## src/rtl/fd_issue_ctrl.sv

```systemverilog
// fd_issue_ctrl: decode-stage operand select and issue interlock.
// Decodes register-file read addresses and destination from the D-stage
// instruction, keeps a per-register pending-write counter scoreboard to
// detect RAW hazards, and sequences the single multi-cycle mult/div unit.
//
//   state   | meaning
//   --------+----------------------------------------------
//   MD_IDLE | mult/div unit free, a mult/div may issue
//   MD_BUSY | mult/div in flight, waiting for md_done pulse
module fd_issue_ctrl #(
    parameter int NUM_REGS      = 32,
    parameter int REG_AW        = 5,
    parameter int PEND_W        = 2,
    parameter int STATUS_REG    = 30,
    parameter int LINK_REG      = 31,
    parameter int OVF_TO_STATUS = 1
) (
    input  logic              clock,
    input  logic              reset,
    input  logic              in_valid,
    input  logic [31:0]       ir,
    input  logic              flush,
    input  logic              ex_ready,
    input  logic              wb_en,
    input  logic [REG_AW-1:0] wb_addr,
    input  logic              md_done,
    output logic [REG_AW-1:0] read_a,
    output logic [REG_AW-1:0] read_b,
    output logic [REG_AW-1:0] dest,
    output logic              dest_en,
    output logic              issue,
    output logic              stall,
    output logic              md_start,
    output logic              md_busy,
    output logic              sb_any_pending
);

    localparam logic [4:0] OP_RTYPE = 5'b00000;
    localparam logic [4:0] OP_J     = 5'b00001;
    localparam logic [4:0] OP_BNE   = 5'b00010;
    localparam logic [4:0] OP_JAL   = 5'b00011;
    localparam logic [4:0] OP_JR    = 5'b00100;
    localparam logic [4:0] OP_ADDI  = 5'b00101;
    localparam logic [4:0] OP_BLT   = 5'b00110;
    localparam logic [4:0] OP_SW    = 5'b00111;
    localparam logic [4:0] OP_LW    = 5'b01000;
    localparam logic [4:0] OP_SETX  = 5'b10101;
    localparam logic [4:0] OP_BEX   = 5'b10110;

    localparam logic [REG_AW-1:0] STATUS_ADDR = REG_AW'(STATUS_REG);
    localparam logic [REG_AW-1:0] LINK_ADDR   = REG_AW'(LINK_REG);
    localparam logic [PEND_W-1:0] PEND_MAX    = {PEND_W{1'b1}};

    typedef enum logic [0:0] {MD_IDLE, MD_BUSY} md_state_t;

    md_state_t         md_state;
    logic [PEND_W-1:0] cnt [NUM_REGS];
    logic [NUM_REGS-1:0] inc_vec;
    logic [NUM_REGS-1:0] dec_vec;

    logic [4:0]        opcode;
    logic [4:0]        aluop;
    logic [REG_AW-1:0] rd, rs, rt;
    logic              use_a, use_b, has_dest, is_md, ovf_op, ovf_mark, hz;

    // Instruction bits that play no part in operand selection.
    logic unused_ir;
    assign unused_ir = ^{ir[11:7], ir[1:0]};

    assign opcode = ir[31:27];
    assign rd     = ir[26:22];
    assign rs     = ir[21:17];
    assign rt     = ir[16:12];
    assign aluop  = ir[6:2];

    // Decode read ports, destination and instruction class from the opcode.
    always_comb begin
        use_a    = 1'b0;
        use_b    = 1'b0;
        read_a   = '0;
        read_b   = '0;
        dest     = '0;
        has_dest = 1'b0;
        is_md    = 1'b0;
        ovf_op   = 1'b0;
        case (opcode)
            OP_RTYPE: begin
                use_a    = 1'b1;
                use_b    = 1'b1;
                read_a   = rs;
                read_b   = rt;
                dest     = rd;
                has_dest = 1'b1;
                is_md    = (aluop == 5'b00110) || (aluop == 5'b00111);
                ovf_op   = (aluop == 5'b00000) || (aluop == 5'b00001) || is_md;
            end
            OP_ADDI: begin
                use_a    = 1'b1;
                read_a   = rs;
                dest     = rd;
                has_dest = 1'b1;
                ovf_op   = 1'b1;
            end
            OP_LW: begin
                use_a    = 1'b1;
                read_a   = rs;
                dest     = rd;
                has_dest = 1'b1;
            end
            OP_SW, OP_BNE, OP_BLT: begin
                use_a    = 1'b1;
                use_b    = 1'b1;
                read_a   = rs;
                read_b   = rd;
            end
            OP_JR: begin
                use_b    = 1'b1;
                read_b   = rd;
            end
            OP_BEX: begin
                use_b    = 1'b1;
                read_b   = STATUS_ADDR;
            end
            OP_SETX: begin
                dest     = STATUS_ADDR;
                has_dest = 1'b1;
            end
            OP_JAL: begin
                dest     = LINK_ADDR;
                has_dest = 1'b1;
            end
            OP_J:    ;
            default: ;
        endcase
    end

    assign dest_en  = has_dest && (dest != '0);
    // Status is only marked alongside a real destination write.
    assign ovf_mark = (OVF_TO_STATUS != 0) && ovf_op && dest_en;
    assign md_busy  = (md_state == MD_BUSY);

    // RAW on a used source, counter saturation on any destination, or unit busy.
    always_comb begin
        hz = 1'b0;
        if (use_a && (cnt[read_a] != '0))          hz = 1'b1;
        if (use_b && (cnt[read_b] != '0))          hz = 1'b1;
        if (dest_en && (cnt[dest] == PEND_MAX))    hz = 1'b1;
        if (ovf_mark && (cnt[STATUS_ADDR] == PEND_MAX)) hz = 1'b1;
        if (is_md && md_busy)                      hz = 1'b1;
    end

    assign issue    = in_valid && !flush && !hz && ex_ready && !reset;
    assign stall    = in_valid && !flush && (hz || !ex_ready);
    assign md_start = issue && is_md;

    // Per-register increment/decrement requests for this cycle.
    always_comb begin
        inc_vec = '0;
        dec_vec = '0;
        if (issue && dest_en)         inc_vec[dest] = 1'b1;
        if (issue && ovf_mark)        inc_vec[STATUS_ADDR] = 1'b1;
        if (wb_en && (wb_addr != '0)) dec_vec[wb_addr] = 1'b1;
    end

    // Scoreboard counters; simultaneous inc and dec cancel, zero never wraps.
    always_ff @(posedge clock) begin
        if (reset) begin
            for (int i = 0; i < NUM_REGS; i++) cnt[i] <= '0;
        end else begin
            cnt[0] <= '0;
            for (int i = 1; i < NUM_REGS; i++) begin
                if (inc_vec[i] && !dec_vec[i])
                    cnt[i] <= cnt[i] + 1'b1;
                else if (dec_vec[i] && !inc_vec[i] && (cnt[i] != '0))
                    cnt[i] <= cnt[i] - 1'b1;
            end
        end
    end

    // Reduce the scoreboard to a single any-pending flag.
    always_comb begin
        sb_any_pending = 1'b0;
        for (int i = 0; i < NUM_REGS; i++)
            if (cnt[i] != '0) sb_any_pending = 1'b1;
    end

    // Mult/div sequencer: start on issue, release on the done pulse.
    always_ff @(posedge clock) begin
        if (reset) begin
            md_state <= MD_IDLE;
        end else begin
            case (md_state)
                MD_IDLE: if (md_start) md_state <= MD_BUSY;
                MD_BUSY: if (md_done)  md_state <= MD_IDLE;
                default:               md_state <= MD_IDLE;
            endcase
        end
    end

endmodule
```

## config.mk

```make
export PLATFORM = sky130hd
export DESIGN_NAME = fd_issue_ctrl
export DESIGN_NICKNAME = d
export VERILOG_FILES = /design/src/rtl/fd_issue_ctrl.sv
export SDC_FILE = /design/constraint.sdc
export NUM_CORES = 1
export LEC_CHECK = 0
export ABC_AREA = 1
export CAP_MARGIN = 20
export CELL_PAD_IN_SITES_DETAIL_PLACEMENT = 0
export CELL_PAD_IN_SITES_GLOBAL_PLACEMENT = 1
export CORE_AREA = 2 2 124 126
export DETAILED_ROUTE_END_ITERATION = 10
export DIE_AREA = 0 0 126 128
export PLACE_DENSITY = 0.81
export SYNTH_ARGS = -nofsm -noshare
export SYNTH_HDL_FRONTEND = slang
export SYNTH_SLANG_ARGS = --single-unit
```

## constraint.sdc

```tcl
create_clock -name clock -period 3.5 [get_ports clock]
set_input_delay 0.875 -clock clock [delete_from_list [all_inputs] [get_ports clock]]
set_output_delay 0.875 -clock clock [all_outputs]
set_load 0.05 [all_outputs]
```

==> run summary <==
Status: finished with violations
Failing checks: negative setup slack
Worst-Skew Late Latency: 350 ps
CP cell instances: buf_4, inv_2, nand3_2, nand2_4, buf_6, inv_4, nand2_4, buf_12, buf_4, nand3_1, nand2_1, nand2_1, nand3_2, nand2_2, nand2_2, nand3_2, nand2_2, nor2_4, buf_6, a211oi_4, buf_12
Fin util: 62.0%
Max Clk Rate: 256 MHz
Die Y: 128 um
Int Pwr: 1.68 mW
Final setup margin: -402 ps
I/O pin count: 65
Switching Share: 33.1%
Fin. max-slew vios: 0
Final min period: 3900 ps
Worst-Margin Slew: 700 ps
Vias in the first global route: 6530
Critical path arrival: 3030 ps
Worst setup EP type: output pin
Finished Layout Cells: 1328
Clock skew: 9.29 ps
Fillers: 1378
DR vias/cell: 5.52
Clock share of power: 33.4%
RSZ-0062 raised after global routing: true
VDD IR max: 0.222 mV
Initial antenna violation count: 0
CP required: 2620 ps
Setup violators final: 112
Antenna-violating nets left: 0
Violation count after the first detailed-route iteration: 713
FF/Latch Area: 0.00188 mm2
Flop pwr share: 36.0%
DP Wirelength: 17.9 mm
Commonest cells after routing, fill and taps aside: 199 x nand2_1, 138 x nor2_1, 115 x buf_4
Bufs on Longest Clock Path: 2
Switching power: 834 uW
Synth Warn #: 0
WL final: 24.0 mm
M2 GR Usage: 46.3%
Number of iterations in the first detailed-routing pass: 5
Area growth syn-to-layout: 56.2%
Share of cells above drive strength 1: 34.1%
Syn Nets: 991
Via count: 7327
MaxCap Viol Count: 0
Crit path max fanout: 5
Top-area cell type share of the netlist area: 31.5%
Initial Utilization: 39.7%
Die width: 126 um
CTS Buf Count: 9
Number of synthesized flops with an enable pin: 62
H-tree depth: 3
Slowest CP cell: a211oi_4
First-pass GRT wire length: 35.1 mm
Dpl cells: 1281
Area of the mapped netlist: 0.00591 mm2
Main synth FF type: edfxtp_1
Most common cell after layout, fill and taps aside: nand2_1
GR Util All Layers: 28.2%
CTS Sinks: 63
Pwr dens: 273 mW/mm2
Worst slew margin: 53.2%
CTS tree: done
Worst path max stage delay: 260 ps
Hold Violations, Final: 0
CORE AREA: 0.0149 mm2
Wire length per cell: 18.0 um
Sequential fraction of the synthesis area: 31.9%
Ranking of synthesized cells by area: edfxtp_1 32%, nand2_1 16%, nor2_1 9.8%
Cell variety after synth: 41
Critical path class: input port to output pin
Grt ovf: 0
Register bit total from synthesis: 63
RePlAce Congestion: 0.936
Routing usage on met3: 4.63%
Grt peak-use layer: met2
Nets: 1180
Min-Delay Path Class: register to register
Largest delay share family, worst path: simple AND/OR/NAND/NOR gates
Final worst-path cycle share: 111%
Multi-input gate area: 0.00426 mm2
Asr flop ratio synth: 0%
Port Buffers: 56
Logic pwr share: 30.5%
Worst setup SP type: input port
Die area: 0.0161 mm2
Row cnt: 45
Final Power: 2.52 mW
Clock transition at the registers of the reported paths: 60 ps
Critical path buffers and inverters: 8
Area leader, netlist: edfxtp_1
Clock Tree Root: clkbuf_16
Syn_area_per_cell: 6.24 um2
Ant. Diodes: 0
Setup WS pre-CTS: -996 ps
Largest net degree at the start of global routing: 59
Leakage: 4.01 nW
M1 GR Usage: 37.9%
Drt drc: 0
Cells after Synth: 946
-- flip-flops by register name (all words and copies together) (netlist names) --
register and count:
cnt 62, md_busy 1
-- synth_stat cells, drive strengths merged (4+ instances only) --
cell type / instances
a21oi: 50
nand3b: 5
edfxtp: 62
nand2: 261
inv: 109
o211ai: 13
clkbuf: 12
buf: 14
nor3: 35
nand3: 108
nor2: 167
nand4: 25
o21ai: 51
a21boi: 4
nor4: 14
-- worst reg2reg max path, cell delays in order (launching register included) --
cell	delay (ps)
edfxtp_1	440
nor2_1	210
inv_1	180
nand2_1	100
nand2_1	50
nand2_1	80
nand3_2	70
nand2_2	100
nand2_2	70
nand3_2	70
nand2_2	60
nor2_4	170
buf_4	140
buf_6	90
nand4_4	190
nor2_4	240
buf_6	180
nand4_1	150
buf_4	190
a21oi_2	140
-- what timing repair did --
| item | in CTS | in global routing |
|---|---|---|
| setup endpoints to repair | 122 | 113 |
| hold buffers | 0 | 0 |
| pin swaps | 32 | 30 |
| gates resized for setup | 88 | 154 |
| cloned | 2 | 2 |
| buffers inserted | 12 | 16 |
-- power by group through the flow --
stage               registers (mW)  logic [mW]  clock network, mW
CTS                          0.906       0.710              0.856
global route                 0.912       0.819              0.882
finish                       0.907       0.768              0.841
detailed placement           0.921       0.660                  0
floorplan                    0.912       0.362                  0
global placement             0.920       0.660                  0
-- layer usage --
| layer | up-vias | routed length, um | part of all wire, % |
|---|---|---|---|
| li1 | 3564 | - | - |
| met4 | 0 | 727 | 3.0 |
| met5 | - | 0 | 0 |
| met2 | 298 | 11300 | 47 |
| met3 | 41 | 1860 | 7.8 |
| met1 | 3424 | 10100 | 42 |
-- path summary, 6_finish.rpt --
check / endpoint / cells after the start / slack (ps) / from
worst max register to register: cnt[7][0]$_SDFFCE_PN0P_ / 19 / 440 / cnt[12][0]$_SDFFCE_PN0P_
worst min-delay path: md_busy$_SDFF_PP0_ / 1 / 570 / md_busy$_SDFF_PP0_
worst min register to register: md_busy$_SDFF_PP0_ / 1 / 570 / md_busy$_SDFF_PP0_
worst max-delay path: stall / 21 / -400 / ir[31]
-- logic make-up (layout without fill, tap and decap cells) --
family                   count (synthesis)  after routing  share of synthesized area (%)
flip-flops                              63             63                           31.9
adder cells (fa/ha/maj)                  1              1                          0.212
buffers and inverters                  136            330                           9.28
AND/OR/NAND/NOR                        619            619                           46.7
AO/OA/AOI/OAI                          127            127                           11.9
-- per-stage QoR --
step,TNS (ps),hold WS (ps),cell area [um2]
floorplan,-547,547,6080
global route,-34590,588,9220
detailed placement,-93250,551,7890
CTS,-1130,565,8520
finish,-14550,566,9220
global placement,-86840,552,7890
-- area by class of cell --
type	count	area share (%)
Multi-Input combinational cell	747	46.2
Timing Repair Buffer	204	23.1
Sequential cell	63	20.4
Inverter	110	4.87
Clock buffer	12	2.67
Tap cell	188	2.55
Clock inverter	4	0.244
Note: power is estimated with default switching activity, not from simulation.
